`src/rtl/tdm_demux2_if.sv`:
```
`default_nettype none
// ---------------------------------------------------------------------------
// | Module   : tdm_demux2_if                                                |
// | Purpose  : Bundles the multiplexed input stream and the per-channel     |
// |            recovered outputs of tdm_demux2.                             |
// | Revision : 1.0 - initial release                                        |
// ---------------------------------------------------------------------------
interface tdm_demux2_if #(
   parameter int DATA_W = 1,
   parameter int ERR_W  = 8
);
   logic              in_valid;
   logic              in_sof;
   logic [DATA_W-1:0] in_data;
   logic [DATA_W-1:0] out_1;
   logic [DATA_W-1:0] out_2;
   logic              out_1_valid;
   logic              out_2_valid;
   logic              pair_valid;
   logic              err_sync;
   logic [ERR_W-1:0]  err_cnt;
   logic              locked;

   // Link side: drives the multiplexed stream, observes the recovered channels
   modport master (
      output in_valid, in_sof, in_data,
      input  out_1, out_2, out_1_valid, out_2_valid, pair_valid,
      input  err_sync, err_cnt, locked
   );

   // Demultiplexer side
   modport slave (
      input  in_valid, in_sof, in_data,
      output out_1, out_2, out_1_valid, out_2_valid, pair_valid,
      output err_sync, err_cnt, locked
   );
endinterface
`default_nettype wire

```
`src/rtl/tdm_demux2.sv`:
```
`default_nettype none
// ---------------------------------------------------------------------------
// | Module   : tdm_demux2                                                   |
// | Purpose  : 2:1 TDM demultiplexer. Recovers channel-1/channel-2 samples  |
// |            from a start-of-frame marked stream, tracks frame alignment, |
// |            flags/counts sync errors and strobes completed frames.       |
// | Revision : 1.0 - initial release                                        |
// ---------------------------------------------------------------------------
module tdm_demux2 #(
   parameter int DATA_W = 1,
   parameter int ERR_W  = 8
) (
   input  wire           sys_clk,
   input  wire           sys_rst_n,
   tdm_demux2_if.slave   bus
);

   localparam logic [1:0] ST_SEARCH = 2'd0;   // no alignment
   localparam logic [1:0] ST_EXP_2  = 2'd1;   // channel 1 held, waiting for channel 2
   localparam logic [1:0] ST_EXP_1  = 2'd2;   // frame complete, waiting for channel 1

   localparam logic [ERR_W-1:0] ERR_ONE = ERR_W'(1);
   localparam logic [ERR_W-1:0] ERR_MAX = {ERR_W{1'b1}};

   logic [1:0]        state_q,       state_d;
   logic [DATA_W-1:0] out_1_q,       out_1_d;
   logic [DATA_W-1:0] out_2_q,       out_2_d;
   logic              out_1_valid_q, out_1_valid_d;
   logic              out_2_valid_q, out_2_valid_d;
   logic              pair_valid_q,  pair_valid_d;
   logic              err_sync_q,    err_sync_d;
   logic [ERR_W-1:0]  err_cnt_q,     err_cnt_d;
   logic              locked_q,      locked_d;

   // Next-state decode: steer each valid sample according to frame alignment
   always_comb begin
      state_d       = state_q;
      out_1_d       = out_1_q;
      out_2_d       = out_2_q;
      out_1_valid_d = 1'b0;
      out_2_valid_d = 1'b0;
      pair_valid_d  = 1'b0;
      err_sync_d    = 1'b0;

      if (bus.in_valid) begin
         case (state_q)
            ST_SEARCH: begin
               // Channel-2 samples seen before any frame start are dropped quietly
               if (bus.in_sof) begin
                  out_1_d       = bus.in_data;
                  out_1_valid_d = 1'b1;
                  state_d       = ST_EXP_2;
               end
            end
            ST_EXP_2: begin
               if (bus.in_sof) begin
                  // Channel 2 went missing: restart the frame on the new channel-1 sample
                  err_sync_d    = 1'b1;
                  out_1_d       = bus.in_data;
                  out_1_valid_d = 1'b1;
               end else begin
                  out_2_d       = bus.in_data;
                  out_2_valid_d = 1'b1;
                  pair_valid_d  = 1'b1;
                  state_d       = ST_EXP_1;
               end
            end
            ST_EXP_1: begin
               if (bus.in_sof) begin
                  out_1_d       = bus.in_data;
                  out_1_valid_d = 1'b1;
                  state_d       = ST_EXP_2;
               end else begin
                  // Surplus channel-2 sample: alignment is no longer trusted
                  err_sync_d = 1'b1;
                  state_d    = ST_SEARCH;
               end
            end
            default: state_d = ST_SEARCH;
         endcase
      end

      locked_d  = (state_d != ST_SEARCH);
      err_cnt_d = err_cnt_q;
      if (err_sync_d && (err_cnt_q != ERR_MAX)) begin
         err_cnt_d = err_cnt_q + ERR_ONE;
      end
   end

   // State and output registers, asynchronously cleared
   always_ff @(posedge sys_clk or negedge sys_rst_n) begin
      if (!sys_rst_n) begin
         state_q       <= ST_SEARCH;
         out_1_q       <= '0;
         out_2_q       <= '0;
         out_1_valid_q <= 1'b0;
         out_2_valid_q <= 1'b0;
         pair_valid_q  <= 1'b0;
         err_sync_q    <= 1'b0;
         err_cnt_q     <= '0;
         locked_q      <= 1'b0;
      end else begin
         state_q       <= state_d;
         out_1_q       <= out_1_d;
         out_2_q       <= out_2_d;
         out_1_valid_q <= out_1_valid_d;
         out_2_valid_q <= out_2_valid_d;
         pair_valid_q  <= pair_valid_d;
         err_sync_q    <= err_sync_d;
         err_cnt_q     <= err_cnt_d;
         locked_q      <= locked_d;
      end
   end

   assign bus.out_1       = out_1_q;
   assign bus.out_2       = out_2_q;
   assign bus.out_1_valid = out_1_valid_q;
   assign bus.out_2_valid = out_2_valid_q;
   assign bus.pair_valid  = pair_valid_q;
   assign bus.err_sync    = err_sync_q;
   assign bus.err_cnt     = err_cnt_q;
   assign bus.locked      = locked_q;

endmodule
`default_nettype wire
```
`src/flat_wrapper.sv`:
```
// flat-port wrapper written by rule: the top's interface ports become plain ports
module tdm_demux2_flat 
#(
   parameter int DATA_W = 1,
   parameter int ERR_W  = 8
)
  (sys_clk, sys_rst_n, bus_in_valid, bus_in_sof, bus_in_data, bus_out_1, bus_out_2, bus_out_1_valid, bus_out_2_valid, bus_pair_valid, bus_err_sync, bus_err_cnt, bus_locked);
  tdm_demux2_if #(.DATA_W(DATA_W), .ERR_W(ERR_W)) bus_i ();
  input  wire sys_clk;
  input  wire sys_rst_n;
  input wire logic [$bits(bus_i.in_valid)-1:0] bus_in_valid;
  input wire logic [$bits(bus_i.in_sof)-1:0] bus_in_sof;
  input wire logic [$bits(bus_i.in_data)-1:0] bus_in_data;
  output wire logic [$bits(bus_i.out_1)-1:0] bus_out_1;
  output wire logic [$bits(bus_i.out_2)-1:0] bus_out_2;
  output wire logic [$bits(bus_i.out_1_valid)-1:0] bus_out_1_valid;
  output wire logic [$bits(bus_i.out_2_valid)-1:0] bus_out_2_valid;
  output wire logic [$bits(bus_i.pair_valid)-1:0] bus_pair_valid;
  output wire logic [$bits(bus_i.err_sync)-1:0] bus_err_sync;
  output wire logic [$bits(bus_i.err_cnt)-1:0] bus_err_cnt;
  output wire logic [$bits(bus_i.locked)-1:0] bus_locked;
  assign bus_i.in_valid = bus_in_valid;
  assign bus_i.in_sof = bus_in_sof;
  assign bus_i.in_data = bus_in_data;
  assign bus_out_1 = bus_i.out_1;
  assign bus_out_2 = bus_i.out_2;
  assign bus_out_1_valid = bus_i.out_1_valid;
  assign bus_out_2_valid = bus_i.out_2_valid;
  assign bus_pair_valid = bus_i.pair_valid;
  assign bus_err_sync = bus_i.err_sync;
  assign bus_err_cnt = bus_i.err_cnt;
  assign bus_locked = bus_i.locked;
  tdm_demux2 #(.DATA_W(DATA_W), .ERR_W(ERR_W)) u_core (.sys_clk(sys_clk), .sys_rst_n(sys_rst_n), .bus(bus_i));
endmodule
```
`config.mk`:
```
export PLATFORM = sky130hd
export DESIGN_NAME = tdm_demux2_flat
export DESIGN_NICKNAME = d
export VERILOG_FILES = /design/src/rtl/tdm_demux2_if.sv /design/src/rtl/tdm_demux2.sv /design/src/flat_wrapper.sv
export SDC_FILE = /design/constraint.sdc
export NUM_CORES = 1
export LEC_CHECK = 0
export ABC_AREA = 1
export CAP_MARGIN = 20
export CORE_UTILIZATION = 50
export CTS_CLUSTER_DIAMETER = 50
export CTS_CLUSTER_SIZE = 24
export DETAILED_ROUTE_END_ITERATION = 8
export PLACE_DENSITY_LB_ADDON = 0.08
export SYNTH_ARGS = -nofsm -noshare
export SYNTH_HDL_FRONTEND = slang
export SYNTH_SLANG_ARGS = --single-unit
export TNS_END_PERCENT = 30
```
`constraint.sdc`:
```
create_clock -name sys_clk -period 3.3 [get_ports sys_clk]
set_input_delay 0.66 -clock sys_clk [delete_from_list [all_inputs] [get_ports sys_clk]]
set_output_delay 0.66 -clock sys_clk [all_outputs]
set_load 0.01 [all_outputs]
```
==> flow_summary_export.csv, run 1 <==
group,metric,value,unit
layout,final_cell_mix,"nand2_1 (40), clkdlybuf4s50_1 (19), dfrtp_1 (16)",
pwr,p_leak,0.000532,uW
synth,synth_area,811,um^2
pwr,peakVddDrop,0.000424,V
status,status,"complete, no violations",
grt,overflow,0,
layout,fin_nets,128,
setup_path,slowest_stage,"clkdlybuf4s50_1",
sta,finClkSkew,0.00282,ns
synth,synth_nets,105,
detailed_routing,post_drt_wl_per_cell,10.8,um
layout,layout_commonest_cell,"nand2_1",
setup_path,crit_buf_inv,1,
detailed_routing,via_per_inst,4.85,
pwr,finalPower,568,uW
setup_path,cp_data_arrival_time,1.31,ns
setup_path,critPathCaptureType,"output port",
place,portBuffers,19,
sta,hold_viol,0,
clock_tree,clock_latency,0.28,ns
die,ios,20,
synth,netlist-cell-type-count,21,
flow_run,maxCapViolCount,0,
clock_tree,cts_buffers,3,
setup_path,crit_type,"register to output port",
layout,fill_cells,123,
clock_tree,ctsHoldBuffers,0,
die,die_h,42.3,um
clock_tree,ctsLongestPathBuffers,2,
setup_path,start_kind,"register",
synth,syn_avg_cell_area,8.19,um^2
clock_tree,clk_pin_slew,0.09,ns
sta,worstMarginPinSlew,0.703,ns
synth,synth-seq-cells,16,
place,dpl.hpwl,1190,um
sta,period_needed,1.97,ns
sta,min_period_over_period,59.7,%
setup_path,path_cells,"clkdlybuf4s50_1",
sta,final_max_slew_viol_count,0,
place,gp_congestion,0.812,
synth,synth-seq-area-share,49.4,%
sta,rsz0062_at_grt,"false",
sta,finalSetupViolCount,0,
layout,syn2layout_area_growth,29.5,%
detailed_routing,dr_total_vias,665,
layout,layout-drive-gt1-share,13.2,%
sta,finalWorstSetupSlack,1.33,ns
detailed_routing,route.detailed.drc,0,
die,die_w,42.3,um
grt,antenna_found_initial,0,
synth,syn_inst,99,
setup_path,slowest_delay,0.58,ns
grt,grt_usage,20.1,%
clock_tree,cts_tree,"built",
die,core,1510,um^2
pwr,p_per_area,541,nW/um^2
clock_tree,htreeDepth,1,
clock_tree,cts_resized,0,
sta,timing.slew.headroom,53.0,%
grt,grt_max_degree,17,
setup_path,critPathRequiredTime,2.64,ns
die,start_util,53.8,%
layout,num_antenna_cells,0,
grt,grt_pass1_wl,2710,um
sta,fmax,507,MHz
detailed_routing,drt_first_iter_violations,7,
clock_tree,cts.sinks,16,
hold_path,min_path_type,"register to register",
die,row_count,14,
grt,grt_pass1_vias,643,
layout,fin_util,69.7,%
detailed_routing,totalWireLength,1480,um
place,place_ws,1.38,ns
die,die_area,1790,um^2
clock_tree,post_cts_buffers,0,
setup_path,crit_family,"buffers and inverters",
clock_tree,clock-root-buffer,"clkbuf_4",
sta,setup_tns,0,ns
detailed_routing,ant_nets,0,
detailed_routing,firstDrtPassIters,4,
setup_path,path_max_fanout,6,
synth,yosysWarningCount,0,
-- worst min-delay path: stages (launching register included) --
cell     delay (ns)
dfrtp_1        0.35
nand2_1        0.05
o21ai_0        0.07
-- through the flow --
step | hold slack [ns] | cell area, um^2 | cells
2_1_floorplan | 0.364 | 811 | 99
3_3_place_gp | 0.470 | 1010 | 133
3_5_place_dp | 0.479 | 1010 | 133
4_1_cts | 0.502 | 1050 | 137
5_1_grt | 0.537 | 1050 | 137
6_report | 0.501 | 1050 | 137
-- logic make-up after synthesis --
group                    synth area share, %
AO/OA/AOI/OAI                           4.78
AND/OR/NAND/NOR                         33.8
flip-flops                              49.4
adder cells (fa/ha/maj)                 1.54
buffers and inverters                   7.25
XOR/XNOR                                3.24
-- metal layers --
layer	up-vias	wire length [um]	part of all wire, %	GRT usage, %
li1	345	-	-	-
met3	0	76	5.2	3.88
met1	301	748	51	30.1
met5	-	0	0	0
met2	19	651	44	29.8
met4	0	0	0	5.63
-- flip-flops by register name, indices dropped and copies added (netlist names) --
register / flops
u_core.bus.err_cnt: 8
u_core.bus.out_1: 1
u_core.bus.locked: 1
u_core.state_q: 2
u_core.bus.err_sync: 1
u_core.bus.out_1_valid: 1
u_core.bus.out_2: 1
u_core.bus.out_2_valid: 1
-- cells in the mapped netlist --
master	n	share of area (%)
nand3b_1	1	0.93
ha_1	1	1.5
nand2_2	1	0.77
xor2_1	2	2.2
o21ai_0	4	2.5
inv_4	1	0.77
nand2_8	1	2.5
nand3_1	3	1.9
nor2_2	2	1.5
o21ai_2	1	1.1
nor2_1	6	2.8
nand2_1	40	19
dfrtp_1	16	49
nor2_4	1	1.4
inv_1	9	4.2
o21ai_1	2	1.2
inv_2	3	1.4
buf_4	1	0.93
or2_1	1	0.77
xnor2_1	1	1.1
nand2_4	2	2.8
-- path summary, 6_finish.rpt --
check	from	depth (start not counted)	to	slack, ns
worst max-delay path	u_core.bus.err_cnt[2]	1	bus_err_cnt[2]	1.33
worst min-delay path	u_core.bus.out_2	2	u_core.bus.out_2	0.50
worst max register to register	u_core.bus.err_cnt[0]	8	u_core.bus.err_cnt[3]	1.98
worst min register to register	u_core.bus.out_2	2	u_core.bus.out_2	0.50
max in group asynchronous	sys_rst_n	1	u_core.bus.err_cnt[3]	2.06
min in group asynchronous	sys_rst_n	1	u_core.bus.locked	0.79
-- power breakdown --
group          switching, uW  internal (uW)
registers               34.2            229
logic                   85.8           91.7
clock network           60.2           67.0
total                    180            388
-- area by class of cell --
cell class / instances / area, um^2 / share of cell area, %
clock buffers: 4 / 36.3 / 3.46
repair buffers: 19 / 190 / 18.1
well taps: 16 / 20.0 / 1.91
flip-flops and latches: 16 / 400 / 38.1
multi-input cells: 69 / 352 / 33.5
inverters: 13 / 51.3 / 4.89
Power figures use the tool's default switching activity.
==> inputs of run 2 (changes only) <==
--- a/config.mk
+++ b/config.mk
@@ -7,7 +7,7 @@
 export LEC_CHECK = 0
 export ABC_AREA = 1
 export CAP_MARGIN = 20
-export CORE_UTILIZATION = 50
+export CORE_UTILIZATION = 47
 export CTS_CLUSTER_DIAMETER = 50
 export CTS_CLUSTER_SIZE = 24
 export DETAILED_ROUTE_END_ITERATION = 8
==> constraint.sdc (replaced) <==
create_clock -name sys_clk -period 1.97 [get_ports sys_clk]
set_input_delay 0.394 -clock sys_clk [delete_from_list [all_inputs] [get_ports sys_clk]]
set_output_delay 0.394 -clock sys_clk [all_outputs]
set_load 0.01 [all_outputs]
==> flow_summary_export.csv, run 2 (same netlist as run 1, synthesis figures left out) <==
group,metric,value,unit
status,status,"finished with violations",
status,violations,"design-rule violations",
grt,grt_usage,19.3,%
grt,grt_max_degree,17,
sta,finClkSkew,0.00279,ns
setup_path,crit_family,"buffers and inverters",
setup_path,path_cells,"clkdlybuf4s50_1",
layout,layout-drive-gt1-share,13.2,%
pwr,peakVddDrop,0.000550,V
grt,grt_pass1_wl,2640,um
die,die_w,43.5,um
setup_path,cp_data_arrival_time,1.31,ns
detailed_routing,dr_total_vias,681,
layout,fin_nets,129,
clock_tree,cts_buffers,3,
setup_path,timing.rr.start,"u_core.bus.err_cnt[0]",
sta,period_needed,1.70,ns
sta,setup_tns,0,ns
setup_path,critPathLaunch,"u_core.bus.err_cnt[2]",
sta,finalWorstSetupSlack,0.267,ns
sta,hold_viol,0,
grt,grt_pass1_vias,635,
layout,syn2layout_area_growth,28.7,%
detailed_routing,ant_nets,0,
setup_path,r2r-end,"u_core.bus.err_cnt[1]",
clock_tree,cts.sinks,16,
flow_run,maxCapViolCount,0,
layout,layout_commonest_cell,"nand2_1",
place,place_ws,0.365,ns
clock_tree,ctsLongestPathBuffers,2,
place,gp_congestion,0.770,
layout,stdcell_area,1040,um^2
sta,timing.slew.headroom,84.1,%
pwr,finalPower,907,uW
layout,instances_no_fill,137,
grt,overflow,0,
place,place_area,1020,um^2
layout,largest_reg_flops,8,
sta,rsz0062_at_grt,"false",
sta,min_period_over_period,86.5,%
clock_tree,clock-root-buffer,"clkbuf_4",
clock_tree,cts_resized,0,
setup_path,reg2reg_depth,8,
die,die_area,1900,um^2
clock_tree,clk_pin_slew,0.09,ns
detailed_routing,post_drt_wl_per_cell,10.3,um
layout,num_antenna_cells,0,
setup_path,crit_type,"register to output port",
setup_path,rrSetupSlack,0.67,ns
die,row_count,14,
clock_tree,post_cts_buffers,0,
die,core,1560,um^2
die,die_h,43.5,um
hold_path,min_path_type,"primary input to async pin",
sta,worstMarginPinSlew,0.235,ns
detailed_routing,firstDrtPassIters,6,
clock_tree,clock_latency,0.28,ns
clock_tree,htreeDepth,1,
setup_path,path_max_fanout,6,
sta,finalSetupViolCount,0,
clock_tree,ctsHoldBuffers,0,
setup_path,start_kind,"register",
place,dpl.hpwl,1070,um
pwr,p_per_area,870,nW/um^2
sta,fmax,587,MHz
die,start_util,52.0,%
setup_path,critPathCaptureType,"output port",
setup_path,crit_buf_inv,1,
grt,antenna_found_initial,0,
detailed_routing,drt_first_iter_violations,9,
setup_path,slowest_stage,"clkdlybuf4s50_1",
detailed_routing,totalWireLength,1420,um
layout,final_cell_mix,"nand2_1 (40), clkdlybuf4s50_1 (19), dfrtp_1 (16)",
place,portBuffers,19,
pwr,p_leak,0.000529,uW
setup_path,critPathRequiredTime,1.58,ns
setup_path,slowest_delay,0.57,ns
sta,final_max_slew_viol_count,0,
detailed_routing,route.detailed.drc,4,
detailed_routing,via_per_inst,4.97,
clock_tree,cts_tree,"built",
die,ios,20,
place,post-place-cells,134,
run 2: worst max path at each step:
| stage | end | slack [ns] | cells past startpoint |
|---|---|---|---|
| 6_report | bus_err_cnt[2] | 0.27 | 1 |
| 5_1_grt | bus_err_cnt[2] | 0.21 | 1 |
| 4_1_cts | bus_err_cnt[2] | 0.26 | 1 |
| 3_5_place_dp | u_core.bus.locked | 0.36 | 6 |
| 3_3_place_gp | u_core.bus.locked | 0.39 | 6 |
| 2_1_floorplan | u_core.bus.err_cnt[4] | 0.72 | 8 |
run 2: metal layers:
| metal | part of all wire [%] | vias to the layer above | wire length (um) | GRT usage [%] |
|---|---|---|---|---|
| met5 | 0 | - | 0 | 0 |
| met4 | 2.3 | 0 | 33 | 9.38 |
| met3 | 6.6 | 5 | 93 | 3.75 |
| met2 | 42 | 27 | 597 | 29.4 |
| met1 | 49 | 298 | 690 | 26.4 |
| li1 | - | 351 | - | - |
run 2: cell type report:
class                      instances  area (um^2)
sequential                        16          400
fill                             116          515
multi-input combinational         69          352
tap                               16         20.0
timing repair buffer              20          198
clock buffer                       3         22.5
inverter                          13         51.3
run 2: metrics by stage:
stage / util, % / hold slack [ns]
2_1_floorplan: - / 0.0984
3_3_place_gp: 65.5 / 0.470
3_5_place_dp: 65.5 / 0.480
4_1_cts: 66.9 / 0.431
5_1_grt: 66.9 / 0.440
6_report: 66.9 / 0.423
run 2: power by group:
part | total (uW) | switching, uW | internal, uW
Clock | 170 | 98.8 | 71.0
Sequential | 442 | 57.9 | 384
Combinational | 296 | 141 | 154
Total | 907 | 298 | 609
